$ cat src/rtl/eval_pkg.sv
// -----------------------------------------------------------------------------
// eval_pkg
// Shared definitions for the classifier evaluation harness: the harness FSM
// state encoding and the default values of the harness parameters.
//   NUM_A    : features per sample
//   WIDTH_A  : bits per feature
//   OUTWIDTH : class index width
//   SETTLE   : cycles the external classifier is given to settle (>= 1)
//   CNT_W    : width of the statistics counters
// -----------------------------------------------------------------------------
package eval_pkg;

    localparam int NUM_A    = 16;
    localparam int WIDTH_A  = 4;
    localparam int OUTWIDTH = 4;
    localparam int SETTLE   = 4;
    localparam int CNT_W    = 16;

    typedef enum logic [1:0] {
        ST_LOAD   = 2'd0,
        ST_SETTLE = 2'd1,
        ST_HOLD   = 2'd2
    } state_e;

endpackage

$ cat src/rtl/feature_packer.sv
// -----------------------------------------------------------------------------
// feature_packer
// Collects the features of one sample into a packed bus. Feature k (arrival
// order) lands in slice [k*WIDTH_A +: WIDTH_A]; untouched slices keep their
// previous contents.
// Ports:
//   clk, rst   : clock and synchronous active-high reset
//   load_i     : a feature transfers on this edge
//   data_i     : feature value
//   cls_inp_o  : packed feature bus (registered)
//   last_o     : the current slot is the final one of the sample
// -----------------------------------------------------------------------------
module feature_packer
    import eval_pkg::*;
#(
    parameter int NUM_A   = eval_pkg::NUM_A,
    parameter int WIDTH_A = eval_pkg::WIDTH_A
) (
    input  logic                     clk,
    input  logic                     rst,
    input  logic                     load_i,
    input  logic [WIDTH_A-1:0]       data_i,
    output logic [NUM_A*WIDTH_A-1:0] cls_inp_o,
    output logic                     last_o
);

    localparam int IDX_W = (NUM_A > 1) ? $clog2(NUM_A) : 1;
    localparam logic [IDX_W-1:0] IDX_LAST = IDX_W'(NUM_A - 1);
    localparam logic [IDX_W-1:0] IDX_ONE  = IDX_W'(1);

    logic [IDX_W-1:0]         idx_q, idx_d;
    logic [NUM_A*WIDTH_A-1:0] cls_q, cls_d;

    // Next slot index and slice write for the accepted feature.
    always_comb begin
        idx_d = idx_q;
        cls_d = cls_q;
        if (load_i) begin
            cls_d[int'(idx_q) * WIDTH_A +: WIDTH_A] = data_i;
            if (idx_q == IDX_LAST) begin
                idx_d = {IDX_W{1'b0}};
            end else begin
                idx_d = idx_q + IDX_ONE;
            end
        end else begin
            idx_d = idx_q;
        end
    end

    // Index and packed-bus registers.
    always_ff @(posedge clk) begin
        if (rst) begin
            idx_q <= {IDX_W{1'b0}};
            cls_q <= {(NUM_A*WIDTH_A){1'b0}};
        end else begin
            idx_q <= idx_d;
            cls_q <= cls_d;
        end
    end

    assign cls_inp_o = cls_q;
    assign last_o    = (idx_q == IDX_LAST);

endmodule

$ cat src/rtl/classifier_eval_harness.sv
// -----------------------------------------------------------------------------
// classifier_eval_harness
// Streams one sample of features into an external combinational classifier,
// waits a fixed settle time, captures the class and compares it with the
// expected label, then holds the result until it is consumed. Keeps
// saturating counts of samples classified and samples classified correctly.
// Ports:
//   clk, rst                        : clock, synchronous active-high reset
//   feat_valid/feat_ready/feat_data : feature stream (label on last beat)
//   feat_label                      : expected class for the sample
//   cls_inp / cls_out               : to / from the external classifier
//   res_valid/res_ready             : result handshake
//   res_class, res_match            : captured class and label comparison
//   clear_stats                     : zero both statistics counters
//   sample_cnt, correct_cnt         : statistics counters
// feat_ready and res_valid are registered copies of the next state, so no
// input reaches them combinationally.
// -----------------------------------------------------------------------------
module classifier_eval_harness
    import eval_pkg::*;
#(
    parameter int NUM_A    = eval_pkg::NUM_A,
    parameter int WIDTH_A  = eval_pkg::WIDTH_A,
    parameter int OUTWIDTH = eval_pkg::OUTWIDTH,
    parameter int SETTLE   = eval_pkg::SETTLE,
    parameter int CNT_W    = eval_pkg::CNT_W
) (
    input  logic                     clk,
    input  logic                     rst,
    input  logic                     feat_valid,
    output logic                     feat_ready,
    input  logic [WIDTH_A-1:0]       feat_data,
    input  logic [OUTWIDTH-1:0]      feat_label,
    output logic [NUM_A*WIDTH_A-1:0] cls_inp,
    input  logic [OUTWIDTH-1:0]      cls_out,
    output logic                     res_valid,
    input  logic                     res_ready,
    output logic [OUTWIDTH-1:0]      res_class,
    output logic                     res_match,
    input  logic                     clear_stats,
    output logic [CNT_W-1:0]         sample_cnt,
    output logic [CNT_W-1:0]         correct_cnt
);

    localparam int SC_W = (SETTLE > 1) ? $clog2(SETTLE) : 1;
    localparam logic [SC_W-1:0]  SETTLE_LAST = SC_W'(SETTLE - 1);
    localparam logic [SC_W-1:0]  SC_ONE      = SC_W'(1);
    localparam logic [CNT_W-1:0] CNT_MAX     = {CNT_W{1'b1}};
    localparam logic [CNT_W-1:0] CNT_ONE     = CNT_W'(1);

    state_e                state_q, state_d;
    logic [SC_W-1:0]       settle_q, settle_d;
    logic [OUTWIDTH-1:0]   label_q, label_d;
    logic [OUTWIDTH-1:0]   res_class_q, res_class_d;
    logic                  res_match_q, res_match_d;
    logic                  res_valid_q, res_valid_d;
    logic                  feat_ready_q, feat_ready_d;
    logic [CNT_W-1:0]      sample_q, sample_d;
    logic [CNT_W-1:0]      correct_q, correct_d;
    logic                  feat_xfer_s, res_xfer_s, last_s, capture_s, hit_s;

    // Handshakes qualified by the registered ready/valid, which already
    // encode LOAD and HOLD; this is what makes stray valid/ready harmless.
    assign feat_xfer_s = feat_valid & feat_ready_q;
    assign res_xfer_s  = res_ready & res_valid_q;
    assign hit_s       = (cls_out == label_q);

    feature_packer #(
        .NUM_A   (NUM_A),
        .WIDTH_A (WIDTH_A)
    ) u_packer (
        .clk       (clk),
        .rst       (rst),
        .load_i    (feat_xfer_s),
        .data_i    (feat_data),
        .cls_inp_o (cls_inp),
        .last_o    (last_s)
    );

    // FSM next state, settle counter and registered handshake outputs.
    always_comb begin
        state_d   = state_q;
        settle_d  = settle_q;
        capture_s = 1'b0;
        case (state_q)
            ST_LOAD: begin
                if (feat_xfer_s && last_s) begin
                    state_d = ST_SETTLE;
                end else begin
                    state_d = ST_LOAD;
                end
            end
            ST_SETTLE: begin
                if (settle_q == SETTLE_LAST) begin
                    capture_s = 1'b1;
                    settle_d  = {SC_W{1'b0}};
                    state_d   = ST_HOLD;
                end else begin
                    settle_d  = settle_q + SC_ONE;
                end
            end
            ST_HOLD: begin
                if (res_xfer_s) begin
                    state_d = ST_LOAD;
                end else begin
                    state_d = ST_HOLD;
                end
            end
            default: begin
                state_d  = ST_LOAD;
                settle_d = {SC_W{1'b0}};
            end
        endcase
        feat_ready_d = (state_d == ST_LOAD);
        res_valid_d  = (state_d == ST_HOLD);
    end

    // Label sampling on the last beat and result capture at end of settle.
    always_comb begin
        label_d     = label_q;
        res_class_d = res_class_q;
        res_match_d = res_match_q;
        if (feat_xfer_s && last_s) begin
            label_d = feat_label;
        end else begin
            label_d = label_q;
        end
        if (capture_s) begin
            res_class_d = cls_out;
            res_match_d = hit_s;
        end else begin
            res_class_d = res_class_q;
            res_match_d = res_match_q;
        end
    end

    // Saturating statistics; a clear overrides a same-cycle capture.
    always_comb begin
        sample_d  = sample_q;
        correct_d = correct_q;
        if (clear_stats) begin
            sample_d  = {CNT_W{1'b0}};
            correct_d = {CNT_W{1'b0}};
        end else if (capture_s) begin
            if (sample_q != CNT_MAX) begin
                sample_d = sample_q + CNT_ONE;
            end else begin
                sample_d = sample_q;
            end
            if (hit_s && (correct_q != CNT_MAX)) begin
                correct_d = correct_q + CNT_ONE;
            end else begin
                correct_d = correct_q;
            end
        end else begin
            sample_d  = sample_q;
            correct_d = correct_q;
        end
    end

    // State, result and statistics registers.
    always_ff @(posedge clk) begin
        if (rst) begin
            state_q      <= ST_LOAD;
            settle_q     <= {SC_W{1'b0}};
            label_q      <= {OUTWIDTH{1'b0}};
            res_class_q  <= {OUTWIDTH{1'b0}};
            res_match_q  <= 1'b0;
            res_valid_q  <= 1'b0;
            feat_ready_q <= 1'b1;
            sample_q     <= {CNT_W{1'b0}};
            correct_q    <= {CNT_W{1'b0}};
        end else begin
            state_q      <= state_d;
            settle_q     <= settle_d;
            label_q      <= label_d;
            res_class_q  <= res_class_d;
            res_match_q  <= res_match_d;
            res_valid_q  <= res_valid_d;
            feat_ready_q <= feat_ready_d;
            sample_q     <= sample_d;
            correct_q    <= correct_d;
        end
    end

    assign feat_ready  = feat_ready_q;
    assign res_valid   = res_valid_q;
    assign res_class   = res_class_q;
    assign res_match   = res_match_q;
    assign sample_cnt  = sample_q;
    assign correct_cnt = correct_q;

endmodule

$ cat config.mk
export PLATFORM = sky130hd
export DESIGN_NAME = classifier_eval_harness
export DESIGN_NICKNAME = d
export VERILOG_FILES = /design/src/rtl/eval_pkg.sv /design/src/rtl/feature_packer.sv /design/src/rtl/classifier_eval_harness.sv
export SDC_FILE = /design/constraint.sdc
export NUM_CORES = 1
export LEC_CHECK = 0
export CAP_MARGIN = 20
export CELL_PAD_IN_SITES_DETAIL_PLACEMENT = 0
export CELL_PAD_IN_SITES_GLOBAL_PLACEMENT = 1
export CORE_ASPECT_RATIO = 0.6
export CORE_MARGIN = 10
export CORE_UTILIZATION = 30
export CTS_BUF_LIST = sky130_fd_sc_hd__clkbuf_4 sky130_fd_sc_hd__clkbuf_8 sky130_fd_sc_hd__clkbuf_16
export CTS_CLUSTER_SIZE = 20
export DETAILED_ROUTE_END_ITERATION = 12
export HOLD_SLACK_MARGIN = 0.08
export PLACE_DENSITY_LB_ADDON = 0.1
export SYNTH_ARGS = -nofsm -noshare
export SYNTH_HDL_FRONTEND = slang
export SYNTH_SLANG_ARGS = --single-unit
$ cat constraint.sdc
create_clock -name clk -period 7.2 [get_ports clk]
set_input_delay 1.08 -clock clk [delete_from_list [all_inputs] [get_ports clk]]
set_output_delay 1.08 -clock clk [all_outputs]
set_load 0.05 [all_outputs]
==> results.tsv, run 1 <==
stage	metric	value	unit
run_status	outcome	finished, final reports clean	
floorplanning	Die X-Extent	188	um
cts	Worst-Skew Late Latency	0.42	ns
synthesis	instance count of the mapped netlist	580	
sta	RSZ-0062 raised after global routing	false	
hold_path	Hold WC Path Type	register to register	
sta	setup slack after layout	3.49	ns
hold_path	WHS Path Cells	2	
hold_path	hold path endpoint	u_packer.cls_inp_o[13]$_SDFFE_PP0P_	
sta	Slew @ Worst Pin	0.916	ns
global_route	initial antenna violation count	0	
placed_design	routability cong.	0.784	
synthesis	YS warnings	0	
finish	layout cell share with drive strength beyond 1	0.0741	
cts	CTS Buf Count	17	
worst_setup_path	FF-to-FF End	u_packer.cls_inp_o[59]$_SDFFE_PP0P_	
cts	setup bufs post-CTS	0	
global_route	grt ovf	0	
synthesis	Primary FF master, synth	dfxtp_1	
synthesis	sequential element share of the synthesized area	0.454	
cts	Max Buffers Root-to-Sink	2	
worst_setup_path	worst path required time	7.55	ns
placed_design	port buffer count	119	
floorplanning	total core area	0.0164	mm^2
sta	max-slew violations	0	
finish	Layout area overhead	39.0	%
floorplanning	die area	0.0227	mm^2
floorplanning	Die H	121	um
pwr	P per Cell Area	232	mW/mm^2
detailed_routing	ANT nets after route	0	
detailed_routing	DRC Markers	0	
pwr	Peak VDD IR	0.134	mV
detailed_routing	DR vias	4496	
detailed_routing	Detailed Route WL	15.7	mm
finish	Final nets	715	
finish	Ant. Diodes	0	
global_route	global-route wire length before repair	25.0	mm
sta	setup TNS	0	ns
finish	Non-Filler Instances	930	
pwr	P_leak	2.46	nW
floorplanning	num rows	36	
synthesis	number of enable flip-flop cells after synthesis	0	
cts	clock sink count	115	
worst_setup_path	r2r setup slk	3.49	ns
sta	Worst slew margin	0.389	
pwr	Tot Pwr	0.00164	W
placed_design	detailed placer's ending HPWL	11.5	mm
global_route	Total GRT Usage	0.138	
synthesis	net count after synthesis	605	
cts	Worst-path clk slew	0.06	ns
worst_setup_path	type of destination of the critical path	register	
worst_setup_path	crit path kind	register to register	
synthesis	Unique masters post-synth	58	
synthesis	ys async rst share	0	
sta	Fin Clk Skew	0.00896	ns
job	Max-cap violations	0	
synthesis	synthesized area per cell	8.74	um^2
floorplanning	IO Pins	120	
worst_setup_path	worst r2r path cells	7	
worst_setup_path	critical path data arrival time	4.06	ns
worst_setup_path	worst r2r src	u_packer.idx_q[0]$_SDFFE_PP0P_	
cts	CTS root buffer	clkbuf_16	
placed_design	placed cells	899	
cts	CTS tree	yes	
sta	fin crit period	3.71	ns
sta	Final Cycle Share	0.516	
worst_setup_path	CP Max Fanout	21	
global_route	vias in the first global route	4466	
sta	Setup violations, final	0	
cts	total number of H-tree levels	4	
detailed_routing	post-DR wirelength/cell	16.9	um
detailed_routing	Pre-antenna DRT Iters	5	
global_route	pin count of the biggest net entering global routing	85	
cts	CTS resizes	0	
cts	hold buffers post-CTS	0	
synthesis	post-synthesis sequential element count	115	
floorplanning	initial core utilization	0.309	
hold_path	hold_sp	u_packer.cls_inp_o[13]$_SDFFE_PP0P_	
sta	Fmax	269	MHz
sta	final hold violation count	0	
detailed_routing	Starting DRT DRC Count	242	
placed_design	Post-Place Worst Slack	3.60	ns
synthesis	synthesized cell area	0.00507	mm^2
detailed_routing	routed vias/inst	4.83	
worst_setup_path	Startpoint Class	register	
==> layout make-up <==
| class | count | area, um^2 |
|---|---|---|
| Clock buffer | 23 | 508 |
| Inverter | 9 | 33.8 |
| Tap cell | 228 | 285 |
| Fill cell | 1650 | 9350 |
| Timing Repair Buffer | 121 | 1200 |
| Clock inverter | 8 | 123 |
| Sequential cell | 115 | 2300 |
| Multi-Input combinational cell | 426 | 2590 |
==> registers in the layout, summed over array words and instances (netlist names) <==
signal	cells
res_valid	1
res_class	4
res_match	1
correct_cnt	16
state_q	2
feat_ready	1
sample_cnt	16
u_packer.cls_inp_o	64
label_q	4
settle_q	2
u_packer.idx_q	4
==> cell families (layout without fill, tap and decap cells) <==
family | after synthesis | after routing | synth area share
flops | 115 | 115 | 0.454
buf+inv | 39 | 161 | 0.0345
simple gates | 276 | 276 | 0.276
fa+ha+maj | 8 | 8 | 0.0197
compound gates | 85 | 85 | 0.105
mux | 40 | 40 | 0.0792
xor+xnor | 17 | 17 | 0.0323
==> routing by layer <==
| layer | GRT usage | vias up | part of all wire | wire length [um] |
|---|---|---|---|---|
| met5 | 0 | - | 0 | 0 |
| met4 | 0.0458 | 0 | 0.0098 | 154 |
| met3 | 0.0520 | 10 | 0.063 | 987 |
| met2 | 0.185 | 93 | 0.39 | 6140 |
| met1 | 0.195 | 2122 | 0.54 | 8400 |
| li1 | - | 2271 | - | - |
==> worst max-delay path, cell delays in order, from the launching register on <==
cell      delay, ns
dfxtp_1        0.82
clkinv_1       0.45
ha_1           0.71
inv_1          0.28
a2111o_1       0.50
nor2b_1        0.41
mux2_2         0.39
nor2_1         0.08
==> cells in the final DEF (no fill, tap or decap), drive strengths merged, types with 2 or more instances in the layout <==
cell type and instances:
a211oi 5, a21oi 54, a32o 4, and2 6
and3 13, and4 6, buf 3, bufinv 3
clkbuf 23, clkdlybuf4s50 118, clkinv 3, clkinvlp 3
dfxtp 115, ha 8, inv 8, mux2i 39
nand2 74, nand2b 4, nand3 48, nand3b 2
nand4 6, nor2 72, nor3 10, nor4 7
o211ai 3, o21ai 9, o31ai 4, or3 11
or4 8, xnor2 9, xor2 8
==> stage by stage <==
step	hold WS (ns)	cell area, um^2	utilization
final	0.455	7050	0.430
after global routing	0.469	7050	0.430
after CTS	0.458	7050	0.430
after detailed placement	0.450	6420	0.391
after global placement	0.445	6420	0.391
after floorplan	0.458	5070	-
==> synthesized netlist by cell type, types with 4 or more instances <==
cell	instances	share of area
clkbuf_1	20	0.015
a21oi_1	53	0.052
mux2i_1	39	0.077
nor4_1	6	0.0074
o21ai_0	9	0.0089
nand2_1	73	0.054
o31ai_1	4	0.0059
xor2_1	8	0.014
and2_1	6	0.0074
and3_1	13	0.016
xnor2_1	7	0.012
nor2_1	72	0.053
or4_1	7	0.010
dfxtp_1	115	0.45
nor3_1	9	0.0089
a32o_1	4	0.0079
nand4_1	6	0.0074
nand3_1	47	0.046
buf_2	4	0.0039
inv_1	8	0.0059
and4_1	5	0.0086
or3_1	10	0.012
ha_1	8	0.020
==> worst max-delay path by stage <==
stage / start / endpoint / slack [ns] / depth (start not counted)
3_5_place_dp: u_packer.idx_q[0]$_SDFFE_PP0P_ / u_packer.cls_inp_o[59]$_SDFFE_PP0P_ / 3.60 / 7
6_report: u_packer.idx_q[0]$_SDFFE_PP0P_ / u_packer.cls_inp_o[59]$_SDFFE_PP0P_ / 3.49 / 7
3_3_place_gp: u_packer.idx_q[0]$_SDFFE_PP0P_ / u_packer.cls_inp_o[59]$_SDFFE_PP0P_ / 3.80 / 7
4_1_cts: u_packer.idx_q[0]$_SDFFE_PP0P_ / u_packer.cls_inp_o[59]$_SDFFE_PP0P_ / 3.58 / 7
5_1_grt: u_packer.idx_q[0]$_SDFFE_PP0P_ / u_packer.cls_inp_o[59]$_SDFFE_PP0P_ / 3.26 / 7
2_1_floorplan: u_packer.idx_q[0]$_SDFFE_PP0P_ / u_packer.cls_inp_o[35]$_SDFFE_PP0P_ / 4.42 / 9
==> report_power, final <==
| group | switching (W) | internal [W] | leakage [nW] |
|---|---|---|---|
| clock | 0.000300 | 0.000596 | 0.303 |
| sequential | 0.00000677 | 0.000639 | 0.926 |
| combinational | 0.0000643 | 0.0000293 | 1.23 |
| total | 0.000372 | 0.00126 | 2.46 |
No activity file was read; power rests on OpenSTA's default activity.
==> inputs of run 2 (changes only) <==
==> constraint.sdc (replaced) <==
create_clock -name clk -period 3.2 [get_ports clk]
set_input_delay 0.48 -clock clk [delete_from_list [all_inputs] [get_ports clk]]
set_output_delay 0.48 -clock clk [all_outputs]
set_load 0.05 [all_outputs]
==> run 2 against run 1 <==
- clock skew increased by 0.0074 ns
- setup slack got worse by 3.0 ns
- register-to-register slack got worse by 3.0 ns
- largest power group unchanged
- via count increased by 2.4%
- core utilization increased by 0.13 points
- total power increased by 120%
- final cell count increased by 0.97%
- die area unchanged
- fmax increased by 38%
- count of clock-buffer cells in the layout decreased by 5
- final area increased by 0.30%
==> results.tsv, run 2 (synthesized netlist as in run 1, its figures left out) <==
stage	metric	value	unit	change
run_status	outcome	finished, final reports clean		
detailed_routing	ANT nets after route	0		unchanged
pwr	Tot Pwr	0.00358	W	+120%
cts	hold buffers post-CTS	0		unchanged
worst_setup_path	FF-to-FF End	u_packer.cls_inp_o[35]$_SDFFE_PP0P_		
hold_path	hold path endpoint	label_q[0]$_SDFFE_PP0P_		
finish	area of the multi-input gates	0.00259	mm^2	unchanged
pwr	part of the power in registers	0.403		+0.008
sta	Slew @ Worst Pin	0.858	ns	-0.0584 ns
worst_setup_path	critical path data arrival time	3.02	ns	-1.04 ns
sta	Worst slew margin	0.423		+0.0336
detailed_routing	Starting DRT DRC Count	347		+43%
finish	Ant. Diodes	0		unchanged
hold_path	Hold WC Path Type	input port to register		
cts	total number of H-tree levels	4		unchanged
sta	Final Cycle Share	0.842		+0.326
cts	CTS Buf Count	17		unchanged
pwr	Logic pwr share	0.064		+0.007
finish	commonest non-fill, non-tap cell in the layout	clkdlybuf4s50_1		
placed_design	placed instance area	0.00648	mm^2	+0.94%
cts	Max Buffers Root-to-Sink	2		unchanged
placed_design	port buffer count	119		unchanged
worst_setup_path	r2r setup slk	0.51	ns	-2.98 ns
pwr	Psw	0.000894	W	+140%
floorplanning	total core area	0.0164	mm^2	unchanged
floorplanning	IO Pins	120		unchanged
finish	register area	0.00230	mm^2	unchanged
finish	most frequent cells in the layout	118 x clkdlybuf4s50_1, 115 x dfxtp_1, 73 x nand2_1		
job	Max-cap violations	0		unchanged
cts	Worst-Skew Late Latency	0.41	ns	about the same
finish	Layout area overhead	39.4	%	
cts	CTS tree	yes		
floorplanning	die area	0.0227	mm^2	unchanged
detailed_routing	DRC Markers	0		unchanged
hold_path	WHS Path Cells	2		unchanged
cts	clock sink count	115		unchanged
detailed_routing	Pre-antenna DRT Iters	5		unchanged
hold_path	hold_sp	rst		
worst_setup_path	worst r2r src	u_packer.idx_q[0]$_SDFFE_PP0P_		
global_route	Total GRT Usage	0.139		+0.00124
finish	Fillers	1629		-1.3%
pwr	P_leak	2.47	nW	+0.71%
worst_setup_path	worst path required time	3.53	ns	-4.02 ns
sta	setup TNS	0	ns	unchanged
floorplanning	num rows	36		unchanged
sta	Fin Clk Skew	0.0164	ns	+0.00740 ns
worst_setup_path	Startpoint Class	register		
sta	max-slew violations	0		unchanged
worst_setup_path	crit path kind	register to register		
worst_setup_path	worst r2r path cells	8		+1
cts	setup bufs post-CTS	0		unchanged
pwr	internal power	0.00269	W	+110%
placed_design	detailed placer's ending HPWL	12.0	mm	+4.2%
sta	RSZ-0062 raised after global routing	false		
sta	Setup violations, final	0		unchanged
global_route	global-route wire length before repair	25.5	mm	+2.3%
finish	Final nets	723		+1.1%
detailed_routing	Detailed Route WL	16.0	mm	+2.0%
global_route	pin count of the biggest net entering global routing	41		-52%
global_route	vias in the first global route	4470		+0.090%
placed_design	routability cong.	0.841		+7.2%
pwr	clock network power share	0.533		-0.015
pwr	Peak VDD IR	0.296	mV	+120%
worst_setup_path	type of destination of the critical path	register		
finish	fin area	0.00707	mm^2	+0.30%
global_route	grt ovf	0		unchanged
floorplanning	Die X-Extent	188	um	unchanged
floorplanning	initial core utilization	0.309		unchanged
detailed_routing	routed vias/inst	4.90		+1.4%
cts	CTS resizes	0		unchanged
pwr	Switching Fraction	0.250		+0.0227
detailed_routing	DR vias	4605		+2.4%
cts	CTS root buffer	clkbuf_16		
detailed_routing	post-DR wirelength/cell	17.0	um	+1.0%
sta	final hold violation count	0		unchanged
cts	Worst-path clk slew	0.06	ns	about the same
global_route	initial antenna violation count	0		unchanged
finish	max reg flops	64		unchanged
worst_setup_path	CP Max Fanout	20		-4.8%
pwr	P per Cell Area	506	mW/mm^2	+120%
sta	fin crit period	2.69	ns	-1.02 ns
floorplanning	Die H	121	um	unchanged
sta	Fmax	371	MHz	+38%
finish	layout cell share with drive strength beyond 1	0.0858		+0.0117
run 2: cell type report:
| cell class | instances | share of cell area |
|---|---|---|
| multi-input combinational | 426 | 0.367 |
| tap | 228 | 0.0404 |
| inverter | 9 | 0.00478 |
| sequential | 115 | 0.326 |
| clock buffer | 18 | 0.0621 |
| timing repair buffer | 129 | 0.178 |
| clock inverter | 14 | 0.0216 |
run 2: power by group through the flow:
stage               Sequential [W]  Clock, W  Combinational [W]
global route               0.00144   0.00202           0.000250
detailed placement         0.00147         0           0.000228
global placement           0.00147         0           0.000225
floorplan                  0.00148         0           0.000135
CTS                        0.00144   0.00196           0.000229
finish                     0.00144   0.00191           0.000229
run 2: layer usage:
layer  track usage  routed length, um  vias up
met2         0.194               6510      105
met1         0.195               8220     2207
li1              -                  -     2289
met4        0.0328                 47        0
met5             0                  0        -
met3        0.0531               1230        4
run 2: worst max-delay path by stage:
stage / end / from
after floorplan: u_packer.cls_inp_o[35]$_SDFFE_PP0P_ / u_packer.idx_q[0]$_SDFFE_PP0P_
after global placement: u_packer.cls_inp_o[32]$_SDFFE_PP0P_ / u_packer.idx_q[0]$_SDFFE_PP0P_
after detailed placement: u_packer.cls_inp_o[35]$_SDFFE_PP0P_ / u_packer.idx_q[0]$_SDFFE_PP0P_
after CTS: u_packer.cls_inp_o[35]$_SDFFE_PP0P_ / u_packer.idx_q[0]$_SDFFE_PP0P_
after global routing: u_packer.cls_inp_o[32]$_SDFFE_PP0P_ / u_packer.idx_q[0]$_SDFFE_PP0P_
final: u_packer.cls_inp_o[35]$_SDFFE_PP0P_ / u_packer.idx_q[0]$_SDFFE_PP0P_
run 2: stage by stage:
step / hold WS [ns] / worst slack, ns / utilization / std cells
after floorplan: 0.458 / 0.425 / - / 580
after global placement: 0.445 / 0.575 / 0.395 / 907
after detailed placement: 0.449 / 0.532 / 0.395 / 907
after CTS: 0.427 / 0.526 / 0.431 / 939
after global routing: 0.464 / 0.349 / 0.431 / 939
final: 0.452 / 0.505 / 0.431 / 939
run 2: critical path: stages, from the launching register on:
cell     delay (ns)
dfxtp_1        0.33
buf_4          0.24
nor3_1         0.09
ha_1           0.52
nand3_1        0.32
a21oi_2        0.34
nand2_4        0.12
or4_1          0.52
a21oi_1        0.15
